$ cat config.mk
export PLATFORM = sky130hd
export DESIGN_NAME = key_vaild_gen
export DESIGN_NICKNAME = d
export VERILOG_FILES = /design/src/rtl/key_vaild_gen.sv
export SDC_FILE = /design/constraint.sdc
export NUM_CORES = 1
export LEC_CHECK = 0
export BUFFER_PORTS_ARGS = -buffer_cell sky130_fd_sc_hd__buf_4
export CELL_PAD_IN_SITES_DETAIL_PLACEMENT = 0
export CELL_PAD_IN_SITES_GLOBAL_PLACEMENT = 1
export CORE_ASPECT_RATIO = 1.5
export CORE_UTILIZATION = 40
export CTS_CLUSTER_SIZE = 10
export DETAILED_ROUTE_END_ITERATION = 6
export PLACE_DENSITY = 0.78
export RECOVER_POWER = 100
export SETUP_SLACK_MARGIN = 0.05
export SLEW_MARGIN = 40
export SYNTH_ARGS = -nofsm -noshare
export SYNTH_HDL_FRONTEND = slang
export SYNTH_SLANG_ARGS = --single-unit
$ cat constraint.sdc
create_clock -name sys_clk -period 2.9 [get_ports sys_clk]
set_clock_uncertainty 0.1 [all_clocks]
set_input_delay 0.29 -clock sys_clk [delete_from_list [all_inputs] [get_ports sys_clk]]
set_output_delay 0.29 -clock sys_clk [all_outputs]
set_load 0.01 [all_outputs]
$ cat src/rtl/key_vaild_gen.sv
// key_vaild_gen: push-button front end for the LED flasher.
// Synchronises a raw bouncy key, debounces it with a four-state FSM and
// toggles the flash enable (vaild) once per accepted press. Also provides
// one-cycle press/release strobes, the debounced level and a wrapping
// count of accepted presses.
//
// Handshake: none. key_in is a free-running asynchronous level; every output
// is a registered level or a one-cycle strobe, valid on every clock.
//
// state_dbg exposes the FSM state: 0 IDLE, 1 PRESS_WAIT, 2 HELD, 3 RELEASE_WAIT.
module key_vaild_gen #(
  parameter int                CNT_W        = 24,
  parameter logic [CNT_W-1:0]  DEBOUNCE_CNT = CNT_W'(999_999),
  parameter int                KEY_ACT_LOW  = 1
) (
  input  logic       sys_clk,
  input  logic       rst,
  input  logic       key_in,
  output logic       vaild,
  output logic       press_pulse,
  output logic       release_pulse,
  output logic       key_level,
  output logic [7:0] press_cnt,
  output logic [1:0] state_dbg
);

  typedef enum logic [1:0] {
    IDLE         = 2'd0,
    PRESS_WAIT   = 2'd1,
    HELD         = 2'd2,
    RELEASE_WAIT = 2'd3
  } state_t;

  // Pin level that means "not pressed"; sync flops reset to it so no
  // phantom press is seen after reset.
  localparam logic REL_LVL = (KEY_ACT_LOW != 0) ? 1'b1 : 1'b0;

  logic             sync1_q;
  logic             sync2_q;
  logic             act;
  state_t           state_q;
  logic [CNT_W-1:0] cnt_q;
  logic             vaild_q;
  logic             press_pulse_q;
  logic             release_pulse_q;
  logic             key_level_q;
  logic [7:0]       press_cnt_q;

  // Two-flop synchroniser for the asynchronous key pin.
  always_ff @(posedge sys_clk) begin
    if (rst) begin
      sync1_q <= REL_LVL;
      sync2_q <= REL_LVL;
    end else begin
      sync1_q <= key_in;
      sync2_q <= sync1_q;
    end
  end

  // Polarity-normalised key: 1 = pressed.
  assign act = sync2_q ^ REL_LVL;

  // Debounce FSM with registered outputs; pulses default low each edge.
  always_ff @(posedge sys_clk) begin
    if (rst) begin
      state_q         <= IDLE;
      cnt_q           <= '0;
      vaild_q         <= 1'b0;
      press_pulse_q   <= 1'b0;
      release_pulse_q <= 1'b0;
      key_level_q     <= 1'b0;
      press_cnt_q     <= 8'd0;
    end else begin
      press_pulse_q   <= 1'b0;
      release_pulse_q <= 1'b0;
      case (state_q)
        IDLE: begin
          if (act) begin
            state_q <= PRESS_WAIT;
            cnt_q   <= '0;
          end
        end
        PRESS_WAIT: begin
          if (!act) begin
            // Bounce: level did not hold long enough.
            state_q <= IDLE;
            cnt_q   <= '0;
          end else if (cnt_q == DEBOUNCE_CNT) begin
            state_q       <= HELD;
            press_pulse_q <= 1'b1;
            vaild_q       <= ~vaild_q;
            key_level_q   <= 1'b1;
            press_cnt_q   <= press_cnt_q + 8'd1;
          end else begin
            cnt_q <= cnt_q + CNT_W'(1);
          end
        end
        HELD: begin
          // Holding the key never repeats; only a release moves on.
          if (!act) begin
            state_q <= RELEASE_WAIT;
            cnt_q   <= '0;
          end
        end
        RELEASE_WAIT: begin
          if (act) begin
            state_q <= HELD;
            cnt_q   <= '0;
          end else if (cnt_q == DEBOUNCE_CNT) begin
            state_q         <= IDLE;
            release_pulse_q <= 1'b1;
            key_level_q     <= 1'b0;
          end else begin
            cnt_q <= cnt_q + CNT_W'(1);
          end
        end
        default: begin
          state_q <= IDLE;
          cnt_q   <= '0;
        end
      endcase
    end
  end

  assign vaild         = vaild_q;
  assign press_pulse   = press_pulse_q;
  assign release_pulse = release_pulse_q;
  assign key_level     = key_level_q;
  assign press_cnt     = press_cnt_q;
  assign state_dbg     = state_q;

endmodule

# Word level (Yosys, flattened, before mapping)
# Cells that the tools add are included.
word_totals:
  memories: 0
  latchBits: 0
  mem_bits_rw: 0
  elab_cells: 54
  rom_bits: 0
  ff_bits: 40
op_classes:
  shift: 0
  div: 0
  n_reduce_logical: 8
  n_eq_ne: 12
  addsub: 2
  magnitude_cmp: 0
  muxes: 19
  bitwise_logic: 4
  multipliers: 0
ops:
  columns: ["op", "n"]
  rows:
  - ["24-bit two-way mux", 5]
  - ["24-bit case mux with 4 select lines", 1]
  - ["24-bit by 1-bit adder with 24-bit output (second input constant)", 1]
  - ["24-bit by 20-bit equality test with 1-bit output (second input constant)", 1]
  - ["2-bit two-way mux", 6]
  - ["2-bit != test (second input constant)", 6]
  - ["8-bit by 1-bit adder with 8-bit output (second input constant)", 1]
  - ["2-bit case mux with 4 select lines", 1]
  - ["3-bit != test (second input constant)", 2]
  - ["3-bit OR reduction", 2]
  - ["1-bit two-way mux", 5]
  - ["5-bit AND reduction", 1]
  - ["2-bit equality test (second input constant)", 2]
  - ["1-bit NOT", 4]
  - ["4-bit AND reduction", 1]
  - ["3-bit AND reduction", 1]
  - ["2-bit by 1-bit equality test with 1-bit output (second input constant)", 1]
  - ["2-bit zero test", 1]
  - ["1-bit case mux with 2 select lines", 1]
  - ["2-bit AND reduction", 1]
  - ["2-bit nonzero test", 1]

# Logic depth before layout (Yosys ltp)
depth:
  word_depth: 4
  depth_mapped: 7

# Worst setup path before layout
# Ideal clock, no wire load.
synth_path:
  path_kind: "register to register"
  start: "register cnt_q[1]"
  end: "register press_cnt_q[6] (netlist: press_cnt[6])"
  path_stages_with_launch: 8
  arrival_time_ps: 1907
  required_ps: 2729
  setup_time_ps: 71
  slack_ps: 823
  cell_sequence: "dfxtp_1 -> ha_1 -> and2_1 -> nand3_1 -> or3_4 -> buf_6 -> or3_1 -> a21oi_1"
synth_via:
  elab_chain_cells: 2
synth_rtl:
  columns: ["element", "line_no", "rtl"]
  rows:
  - ["start: declaration", "42", "logic [CNT_W-1:0] cnt_q;"]
  - ["start signal: assignment", "95", "cnt_q <= cnt_q + CNT_W'(1);"]
  - ["start signal: assignment", "114", "cnt_q <= cnt_q + CNT_W'(1);"]
  - ["24-bit by 20-bit equality test with 1-bit output", "88", "end else if (cnt_q == DEBOUNCE_CNT) begin"]
  - ["3-bit AND reduction (no line)", null, null]
  - ["end signal: assignment", "93", "press_cnt_q <= press_cnt_q + 8'd1;"]
  - ["end: declaration", "47", "logic [7:0] press_cnt_q;"]
# Every way passes these cells.
# A chain may end at the register's enable or synchronous reset.

# Final worst setup path
layout_path:
  start: "register sync2_q"
  end: "register cnt_q[12]"
layout_via:
  elab_chain_cells: 2
  elab_cells_between_ends: 6
  cone_classes: "2 x eq/ne; 3 x mux; 1 x reduce/logical"
layout_rtl:
  columns: ["element", "line_no", "rtl"]
  rows:
  - ["start: declaration", "39", "logic sync2_q;"]
  - ["start signal: assignment", "56", "sync2_q <= sync1_q;"]
  - ["24-bit two-way mux (tied with other cells)", "106", "if (act) begin"]
  - ["24-bit case mux with 4 select lines or 2-bit AND reduction (tied branches)", null, null]
# Parallel ways exist; a longest one is shown, timed or not.

==> reports/results.ini <==
[setup_path]
cp_cell_sequence = xor2_2 -> xnor2_1 -> or2_0 -> clkbuf_1 -> nor2_1
r2r_start = sync2_q
rrSetupSlack_ns = 0.44
slowest_stage = or2_0
cp_max_fo = 16
path_buf_inv = 1
worst_ep_required_time_ns = 2.98
critPathTopFamily = simple AND/OR/NAND/NOR gates
crit_path_max_incr_delay_ns = 0.70
critical_path_class = reg2reg
cp.arrival_ns = 2.54
crit_start = sync2_q
cp-end-kind = flip-flop
critPathLaunchType = flip-flop

[placed_design]
hpwl_um = 3220
pre_cts_ws_ns = 0.628
place_area_sq_um = 2130
io_buffer_count = 16
routabilityCongestion = 0.805

[timing]
fmax_mhz = 406
slew_viol_final = 0
timing_worst_slew_pin_value_ns = 0.861
relSlewSlack = 0.426
final-setup-viol-count = 0
final-hold-violation-count = 0
final.setup.worst_slack_ns = 0.435
period_needed_ns = 2.46
rsz0062_at_grt = no
finalSetupTns_ns = 0
min_period_over_period = 0.850
hold_ws_ns = 0.0735

[cts]
cts_hold_buf = 0
cts_tree = built
cts_buffers = 5
clk_latency_ns = 0.30
h-tree-depth = 2
post_cts_resized = 0
cts_sinks = 40
cts_max_path_buffers = 2
path_clk_slew_ns = 0.08
cts-root-buf = clkbuf_8
cts_setup_buffers = 0

[synthesis]
syn_nets = 235
synth_warnings = 0
synth.area.top_cells = dfxtp_1 (41%), xor2_1 (6.7%), nand3_1 (5.1%)
ys_seq_elements = 40
synth_xor_area_frac = 0.0892
synth_top_family_by_area = simple AND/OR/NAND/NOR gates
synth-compound-area-share = 0.114
synth_fa_ha_area_frac = 0.0128
synth_common_cells = dfxtp_1 (40), nor2_1 (25), nand3_1 (20)
synthMostInstantiatedCell = dfxtp_1
yosysSeqAreaShare = 0.411
synth_largest_area_cell = dfxtp_1
synth_flop_cell = dfxtp_1
synth_cell_type_count = 39
synth.area.mux_share = 0
synth_top_area_frac = 0.411
synthSimpleGateAreaFrac = 0.343
ys_async_sr_fraction = 0
synth_edf_count = 0
syn_area_sq_um = 1950
synth.avg_cell_area_sq_um = 8.48
synthCells = 230

[floorplan]
die_y_um = 87.5
die_x_um = 59
io-pin-count = 17
rows = 30
die_area_sq_um = 5160
coreArea_sq_um = 4620
initial_core_util = 0.422

[global_route]
antenna_found_initial = 0
gr-total-overflow = 0
grt_use_total = 0.190
grt_pass1_vias = 1564
grt_max_degree = 21
grt_pass1_wl_um = 7250

[detailed_routing]
drc = 0
vias_per_cell = 5.47
wl_per_cell_um = 14.2
drtIter0Drc = 60
postRouteAntennaNets = 0
wirelength_um = 4440
num_vias = 1712
first_pass_iters = 4

[power_and_ir_drop]
pwr-share-comb = 0.030
swShare = 0.218
p_leak_nw = 0.669
seq_power_share = 0.534
p_per_area_nw_per_um2 = 479
p_int_uw = 816
irDropWorstVdd_mv = 0.206
switchingPower_uw = 227
p_clk_frac = 0.436

[layout]
post_route_cells_drive_above_1_share = 0.0763
fin_area_sq_um = 2180
fin_util = 0.472
nNetsFinal = 253
n_antenna_cell = 0
area_growth_pct = 11.7

[job]
cap_viol_max_count = 0

[status]
outcome = finished clean

[hold_path]
min_path_type = in2reg
min-delay-start = key_in

## layer usage
metal | track usage | routed length, um | part of all wire | vias to the layer above
li1 | - | - | - | 870
met1 | 0.203 | 1910 | 0.43 | 805
met2 | 0.346 | 2310 | 0.52 | 30
met3 | 0.0446 | 119 | 0.027 | 7
met4 | 0.0823 | 102 | 0.023 | 0
met5 | 0 | 0 | 0 | -
## through the flow
stage | instances | total power, mW
2_1_floorplan | 230 | 0.593
3_3_place_gp | 305 | 0.606
3_5_place_dp | 305 | 0.606
4_1_cts | 313 | 1.06
5_1_grt | 313 | 1.08
6_report | 313 | 1.04
## worst paths after layout
kind | to | cells after the start
setup / recovery | cnt_q[12] | 5
hold / removal | sync1_q | 2
setup reg to reg | cnt_q[12] | 5
hold reg to reg | sync2_q | 1
## registers in the layout, indices dropped and copies added (netlist names), named ones only
name / cells
key_level: 1
sync1_q: 1
release_pulse: 1
press_cnt: 8
vaild: 1
sync2_q: 1
state_dbg: 1
press_pulse: 1
cnt_q: 24
## worst reg2reg max path, stage by stage (launching register included)
cell and delay, ns:
dfxtp_1 0.49, xor2_2 0.40, xnor2_1 0.20, or2_0 0.70, clkbuf_1 0.36, nor2_1 0.09
## power by group through the flow
stage                     sequential, mW  clock (mW)  combinational (mW)
after global routing               0.558       0.491              0.0354
after floorplan                    0.568           0              0.0244
after CTS                          0.557       0.466              0.0358
after global placement             0.570           0              0.0364
after detailed placement           0.570           0              0.0357
final                              0.557       0.455              0.0317
## cells in the final DEF (no fill, tap or decap), types with 2 or more instances in the layout
cell,instances
a21oi_1,12
xor2_1,15
xnor2_1,3
and4_1,4
buf_4,3
nor2_1,25
ha_1,2
inv_1,4
a211oi_1,2
o21ai_0,14
nor4b_1,2
nand3_1,20
clkbuf_1,17
or3_1,13
nand2_1,19
and3_1,2
or4_1,5
dfxtp_1,40
o211ai_1,6
nor4_1,5
clkbuf_8,5
nor3_1,4
or2_2,2
nand4_1,9
## layout make-up
type	instances	area [sq um]
Fill cell	500	2440
Multi-Input combinational cell	177	1080
Clock inverter	3	42.5
Timing Repair Buffer	20	86.3
Tap cell	64	80.1
Inverter	4	15.0
Clock buffer	5	68.8
Sequential cell	40	801
## kinds of logic after synthesis
| family | after synthesis |
|---|---|
| adders and majority gates | 2 |
| buffers and inverters | 13 |
| and+or+nand+nor | 118 |
| DFF | 40 |
| xor gates and xnor gates | 19 |
| AOI/OAI and AO/OA | 38 |
Power figures use the tool's default switching activity.
